==> config.mk <==
export PLATFORM = sky130hd
export DESIGN_NAME = gray_step_monitor_flat
export DESIGN_NICKNAME = d
export VERILOG_FILES = /design/src/rtl/gray_step_monitor_if.sv /design/src/rtl/gray_step_monitor.sv /design/src/flat_wrapper.sv
export SDC_FILE = /design/constraint.sdc
export NUM_CORES = 1
export LEC_CHECK = 0
export BUFFER_PORTS_ARGS = -buffer_cell sky130_fd_sc_hd__clkbuf_2
export CORE_MARGIN = 3
export CORE_UTILIZATION = 45
export CTS_BUF_LIST = sky130_fd_sc_hd__clkbuf_16
export DETAILED_ROUTE_END_ITERATION = 6
export PLACE_DENSITY_LB_ADDON = 0.12
export SLEW_MARGIN = 20
export SYNTH_ARGS = -nofsm -noshare
export SYNTH_HDL_FRONTEND = slang
export SYNTH_SLANG_ARGS = --single-unit
==> constraint.sdc <==
create_clock -name clk -period 2.25 [get_ports clk]
set_clock_uncertainty 0.2 [all_clocks]
set_input_delay 0.1125 -clock clk [delete_from_list [all_inputs] [get_ports clk]]
set_output_delay 0.1125 -clock clk [all_outputs]
set_load 0.02 [all_outputs]
==> src/rtl/gray_step_monitor_if.sv <==
// Count-stream link between the binary up-counter and the Gray step monitor.
// The counter side drives bin_in/bin_valid; the monitor returns Gray code and status.
interface gray_step_monitor_if #(
    parameter int WIDTH = 4,
    parameter int ERR_W = 8
);
    logic [WIDTH-1:0] bin_in;
    logic             bin_valid;
    logic [WIDTH-1:0] gray_out;
    logic             gray_valid;
    logic             wrap;
    logic             step_err;
    logic             err_sticky;
    logic [ERR_W-1:0] err_count;
    logic             locked;

    modport master (
        output bin_in, bin_valid,
        input  gray_out, gray_valid, wrap, step_err, err_sticky, err_count, locked
    );

    modport slave (
        input  bin_in, bin_valid,
        output gray_out, gray_valid, wrap, step_err, err_sticky, err_count, locked
    );
endinterface

==> src/rtl/gray_step_monitor.sv <==
// Registers the Gray code of an up-counter and checks that successive samples move by one bit,
// with a lock FSM, wrap detection and saturating error statistics.
//
// state   | meaning
// IDLE    | waiting for the first sample to seed the previous-value register
// ACQUIRE | counting consecutive single-bit steps towards lock
// LOCKED  | stream stepping cleanly; a multi-bit jump is an error
// FAULT   | error seen; further jumps counted until a clean step resumes acquisition
module gray_step_monitor #(
    parameter int WIDTH  = 4,
    parameter int ERR_W  = 8,
    parameter int LOCK_N = 3
) (
    input  logic              clk,
    input  logic              rst,
    input  logic              clr,
    gray_step_monitor_if.slave mon
);
    localparam int GW = $clog2(LOCK_N + 1);
    localparam logic [GW-1:0]    LOCK_CNT = GW'(LOCK_N);
    localparam logic [WIDTH-1:0] GRAY_TOP = {1'b1, {(WIDTH-1){1'b0}}};

    typedef enum logic [1:0] {IDLE, ACQUIRE, LOCKED, FAULT} state_t;

    state_t           state, state_nxt;
    logic [GW-1:0]    good_cnt, good_cnt_nxt;
    logic [WIDTH-1:0] prev, gray_nxt, diff;
    logic [WIDTH-1:0] gray_q;
    logic             gray_valid_q, wrap_q, step_err_q, err_sticky_q;
    logic [ERR_W-1:0] err_count_q;
    logic             accept, step_one, step_multi;
    logic             err_nxt, wrap_nxt;

    assign accept   = mon.bin_valid & ~clr;
    assign gray_nxt = mon.bin_in ^ (mon.bin_in >> 1);
    assign diff     = gray_nxt ^ prev;
    // A nonzero power of two differs in exactly one bit.
    assign step_one   = (diff != '0) && ((diff & (diff - WIDTH'(1))) == '0);
    assign step_multi = (diff != '0) && !step_one;

    always_ff @(posedge clk or posedge rst) begin
        if (rst) begin
            state    <= IDLE;
            good_cnt <= '0;
        end else if (clr) begin
            state    <= IDLE;
            good_cnt <= '0;
        end else begin
            state    <= state_nxt;
            good_cnt <= good_cnt_nxt;
        end
    end

    always_comb begin
        state_nxt    = state;
        good_cnt_nxt = good_cnt;
        err_nxt      = 1'b0;
        wrap_nxt     = 1'b0;
        if (accept) begin
            wrap_nxt = (state != IDLE) && (prev == GRAY_TOP) && (gray_nxt == '0);
            case (state)
                IDLE: begin
                    good_cnt_nxt = '0;
                    state_nxt    = ACQUIRE;
                end
                ACQUIRE: begin
                    if (step_one) begin
                        if (good_cnt >= LOCK_CNT - GW'(1)) begin
                            good_cnt_nxt = LOCK_CNT;
                            state_nxt    = LOCKED;
                        end else begin
                            good_cnt_nxt = good_cnt + GW'(1);
                        end
                    end else if (step_multi) begin
                        good_cnt_nxt = '0;
                    end
                end
                LOCKED: begin
                    if (step_multi) begin
                        err_nxt   = 1'b1;
                        state_nxt = FAULT;
                    end
                end
                FAULT: begin
                    if (step_multi) begin
                        err_nxt = 1'b1;
                    end else if (step_one) begin
                        good_cnt_nxt = GW'(1);
                        state_nxt    = ACQUIRE;
                    end
                end
                default: state_nxt = IDLE;
            endcase
        end
    end

    // prev is deliberately kept across clr: the IDLE capture overwrites it before it is used.
    always_ff @(posedge clk or posedge rst) begin
        if (rst) begin
            prev         <= '0;
            gray_q       <= '0;
            gray_valid_q <= 1'b0;
            wrap_q       <= 1'b0;
            step_err_q   <= 1'b0;
            err_sticky_q <= 1'b0;
            err_count_q  <= '0;
        end else if (clr) begin
            gray_q       <= '0;
            gray_valid_q <= 1'b0;
            wrap_q       <= 1'b0;
            step_err_q   <= 1'b0;
            err_sticky_q <= 1'b0;
            err_count_q  <= '0;
        end else begin
            gray_valid_q <= accept;
            wrap_q       <= wrap_nxt;
            step_err_q   <= err_nxt;
            if (accept) begin
                prev   <= gray_nxt;
                gray_q <= gray_nxt;
            end
            if (err_nxt) begin
                err_sticky_q <= 1'b1;
                if (err_count_q != '1) begin
                    err_count_q <= err_count_q + ERR_W'(1);
                end
            end
        end
    end

    always_comb begin
        mon.locked     = (state == LOCKED);
        mon.gray_out   = gray_q;
        mon.gray_valid = gray_valid_q;
        mon.wrap       = wrap_q;
        mon.step_err   = step_err_q;
        mon.err_sticky = err_sticky_q;
        mon.err_count  = err_count_q;
    end
endmodule

==> src/flat_wrapper.sv <==
// flat-port wrapper written by rule: the top's interface ports become plain ports
module gray_step_monitor_flat 
#(
    parameter int WIDTH  = 4,
    parameter int ERR_W  = 8,
    parameter int LOCK_N = 3
)
  (clk, rst, clr, mon_bin_in, mon_bin_valid, mon_gray_out, mon_gray_valid, mon_wrap, mon_step_err, mon_err_sticky, mon_err_count, mon_locked);
  gray_step_monitor_if #(.WIDTH(WIDTH), .ERR_W(ERR_W)) mon_i ();
  input  logic clk;
  input  logic rst;
  input  logic clr;
  input wire logic [$bits(mon_i.bin_in)-1:0] mon_bin_in;
  input wire logic [$bits(mon_i.bin_valid)-1:0] mon_bin_valid;
  output wire logic [$bits(mon_i.gray_out)-1:0] mon_gray_out;
  output wire logic [$bits(mon_i.gray_valid)-1:0] mon_gray_valid;
  output wire logic [$bits(mon_i.wrap)-1:0] mon_wrap;
  output wire logic [$bits(mon_i.step_err)-1:0] mon_step_err;
  output wire logic [$bits(mon_i.err_sticky)-1:0] mon_err_sticky;
  output wire logic [$bits(mon_i.err_count)-1:0] mon_err_count;
  output wire logic [$bits(mon_i.locked)-1:0] mon_locked;
  assign mon_i.bin_in = mon_bin_in;
  assign mon_i.bin_valid = mon_bin_valid;
  assign mon_gray_out = mon_i.gray_out;
  assign mon_gray_valid = mon_i.gray_valid;
  assign mon_wrap = mon_i.wrap;
  assign mon_step_err = mon_i.step_err;
  assign mon_err_sticky = mon_i.err_sticky;
  assign mon_err_count = mon_i.err_count;
  assign mon_locked = mon_i.locked;
  gray_step_monitor #(.WIDTH(WIDTH), .ERR_W(ERR_W), .LOCK_N(LOCK_N)) u_core (.clk(clk), .rst(rst), .clr(clr), .mon(mon_i));
endmodule
==> reports/qor.txt <==
CTS Buf Count - 3
max-slew violation count - 0
Final ANT Viol Nets - 0
Mapped Nets - 175
port buffer count - 24
core area - 3080 µm²
DRT Pass-1 Iters - 4
register area - 601 µm²
Flop pwr share - 34.6%
area grow syn2layout - 47.5%
Final GP Congestion - 0.802
clock power share - 26.9%
area of the multi-input gates - 986 µm²
CP max stage delay - 0.42 ns
switching share of power - 32.6%
critical path startpoint category - flop
Chip Width - 63.0 µm
Congestion Overflow GR - 0
setup slack, reg-to-reg - -0.15 ns
crit path kind - flop to flop
critical path's top delay family - simple AND/OR/NAND/NOR gates
Post-Route WL - 3860 µm
endpoints failing setup - 4
initial antenna violation count - 0
failing checks - hold timing, setup timing
Clk pin slew, worst setup/hold paths - 0.06 ns
Clock Tree Buf Depth - 2
hold_ws - -0.00760 ns
fillers - 232
layout cells sized above 1 - 41.9%
worst setup margin - -0.149 ns
crit path time final - 2.40 ns
R2R depth - 6
drt initial violations - 74
RSZ-0062 raised after global routing - true
Worst Setup SP - u_core.prev[1]
H-tree Lvls - 1
clk_lat worst skew - 0.26 ns
# rows - 20
Die Area - 3970 µm²
Sw Pwr - 0.000475 W
final design utilization - 70.2%
DP Cell Count - 251
first-pass GRT wire length - 6400 µm
YS warnings - 0
post-route cell area - 2160 µm²
Gate Count Post-Synth - 161
Hold Crit Depth - 3
RR Endpoint - u_core.mon.err_count[4]
total leakage power - 1.05 nW
synth unique cells - 39
total I/O pin count - 25
WP buf/inv - 0
Critical Path Slowest Stage Cell - dfrtp_1
R2R Path Start - u_core.prev[1]
highest clock rate - 417 MHz
Synth Cell Area - 1460 µm²
mean cell area of the mapped netlist - 9.09 µm²
n_diodes - 0
DP HPWL - 2610 µm
GRT Total Usage - 20.1%
Final #Nets - 232
# clock sinks - 24
worst min path class - input pin to flop
sequential share of the synthesized area - 41.0%
Power Density - 675 nW/µm²
crit path DAT - 2.39 ns
required time worst endpoint - 2.24 ns
hold_sp - mon_bin_in[3]
Vias/cell - 5.49
Final period util - 107%
Relative slew margins - 76.5%
Worst VDD drop - 0.389 mV
Comb power frac - 38.5%
CTS tree - built
worst slew pin tran - 0.349 ns
root buffer cell - clkbuf_16
Worst setup EP type - flop
drt wl/cell - 14.8 µm
die height - 63.0 µm
vias post-DR - 1432
final hold viol count - 1
Internal - 0.000982 W
initial core utilization - 47.6%
pre-CTS setup slack - -0.296 ns
status - finished with violations
final routed DRC violation total - 0
Yosys reg bits - 24
Max Cap Viol - 0
area post-placement - 1840 µm²
Worst Path Max Fanout - 5
fin cells - 261
vias in the first global route - 1445
Worst Hold End - u_core.prev[3]
largest net degree at the start of global routing - 25
cells along the critical path - xnor2_2, maj3_2, o221a_4, or3_4, or4_1, a21oi_1
-- logic make-up after synthesis --
| kind of cell | share of synthesized area, % |
|---|---|
| and+or+nand+nor | 20.6 |
| AOI/OAI and AO/OA | 16.1 |
| DFF | 41.0 |
| buffers and inverters | 5.30 |
| xor gates and xnor gates | 8.38 |
| adders and majority gates | 5.90 |
| muxes | 2.74 |
-- cells in the final DEF (no fill, tap or decap), drive strengths merged, types with 6 or more instances in the layout --
master  count
buf        33
clkbuf     27
dfrtp      24
nand2      13
nor2       12
nand3      11
inv        11
o21ai      11
xnor2      10
a21oi       9
ha          6
-- cell type report --
cell class	instances	area share (%)
Tap cell	44	2.55
Timing Repair Buffer	59	18.3
Sequential cell	24	27.8
Clock inverter	1	0.174
Inverter	11	2.03
Multi-Input combinational cell	119	45.7
Clock buffer	3	3.48
-- state kept, by name, indices dropped and copies added, names as in the netlist --
register,count
u_core.good_cnt,2
u_core.mon.err_sticky,1
u_core.state,2
u_core.mon.wrap,1
u_core.mon.gray_valid,1
u_core.mon.step_err,1
u_core.mon.err_count,8
u_core.mon.gray_out,4
u_core.prev,4
-- how the worst max path moves through the flow --
stage	endpoint	slack, ns	depth (start not counted)
6_report	u_core.mon.err_count[4]	-0.15	6
2_1_floorplan	u_core.mon.err_count[4]	-0.23	7
3_3_place_gp	u_core.mon.err_count[4]	-0.23	9
3_5_place_dp	u_core.mon.err_count[6]	-0.30	9
5_1_grt	u_core.mon.err_count[4]	-0.21	6
4_1_cts	u_core.mon.err_count[6]	-0.14	6
-- cells in the mapped netlist --
library cell | instances | area share (%)
or4_1 | 4 | 2.1
dfrtp_1 | 24 | 41
buf_4 | 2 | 1.0
a21o_1 | 1 | 0.51
o221a_4 | 1 | 1.4
o211a_1 | 1 | 0.68
buf_1 | 1 | 0.26
and3_1 | 4 | 1.7
a311oi_1 | 1 | 0.60
a2bb2oi_1 | 1 | 0.60
and4bb_2 | 1 | 0.85
o22ai_1 | 1 | 0.43
o31ai_1 | 1 | 0.51
maj3_2 | 1 | 0.77
or4_2 | 1 | 0.60
nand3_1 | 11 | 3.8
o2bb2ai_1 | 1 | 0.60
nand2b_1 | 3 | 1.3
nand2_1 | 13 | 3.3
a211o_1 | 1 | 0.60
ha_1 | 6 | 5.1
and2_1 | 1 | 0.43
o21ai_0 | 11 | 3.8
a21oi_1 | 9 | 3.1
or3_1 | 2 | 0.85
nor4_1 | 1 | 0.43
xnor2_1 | 10 | 6.0
clkbuf_1 | 2 | 0.51
xor2_1 | 4 | 2.4
o41ai_1 | 1 | 0.60
buf_2 | 2 | 0.68
a31o_2 | 2 | 1.2
a211oi_1 | 2 | 1.0
or3_2 | 1 | 0.51
nor2_1 | 12 | 3.1
mux2i_1 | 4 | 2.7
inv_1 | 11 | 2.8
nor3_1 | 5 | 1.7
a22oi_1 | 1 | 0.51
-- worst min-delay path, cell delays in order --
cell and delay, ns:
clkbuf_2 0.09, inv_1 0.10, o21ai_0 0.10
-- power by group through the flow --
stage / registers, W / logic, W / clock network (W)
after floorplan: 0.000517 / 0.000252 / 0
after global routing: 0.000509 / 0.000605 / 0.000424
after CTS: 0.000502 / 0.000506 / 0.000394
after global placement: 0.000505 / 0.000417 / 0
final: 0.000504 / 0.000561 / 0.000392
after detailed placement: 0.000507 / 0.000430 / 0
-- layer usage --
metal  global-route usage [%]  wire length, µm  up-vias
li1                         -                -      682
met5                        0                0        -
met3                     3.60              158        9
met1                     24.3             1640      706
met2                     34.3             1980       35
met4                     9.37               78        0
-- per-stage QoR --
stage               power, W  TNS, ns
floorplan           0.000769   -0.700
global placement    0.000921    -1.29
detailed placement  0.000937    -1.58
CTS                  0.00140   -0.229
global route         0.00154   -0.800
finish               0.00146   -0.367
-- what timing repair did --
item / 4_1_cts / 5_1_grt
pin swaps: 14 / 7
setup buffers: 4 / 0
hold endpoints to repair: 25 / 0
setup endpoints to repair: 8 / 11
gates resized for setup: 20 / 14
hold buffers: 2 / 0
No activity file was read; power rests on OpenSTA's default activity.
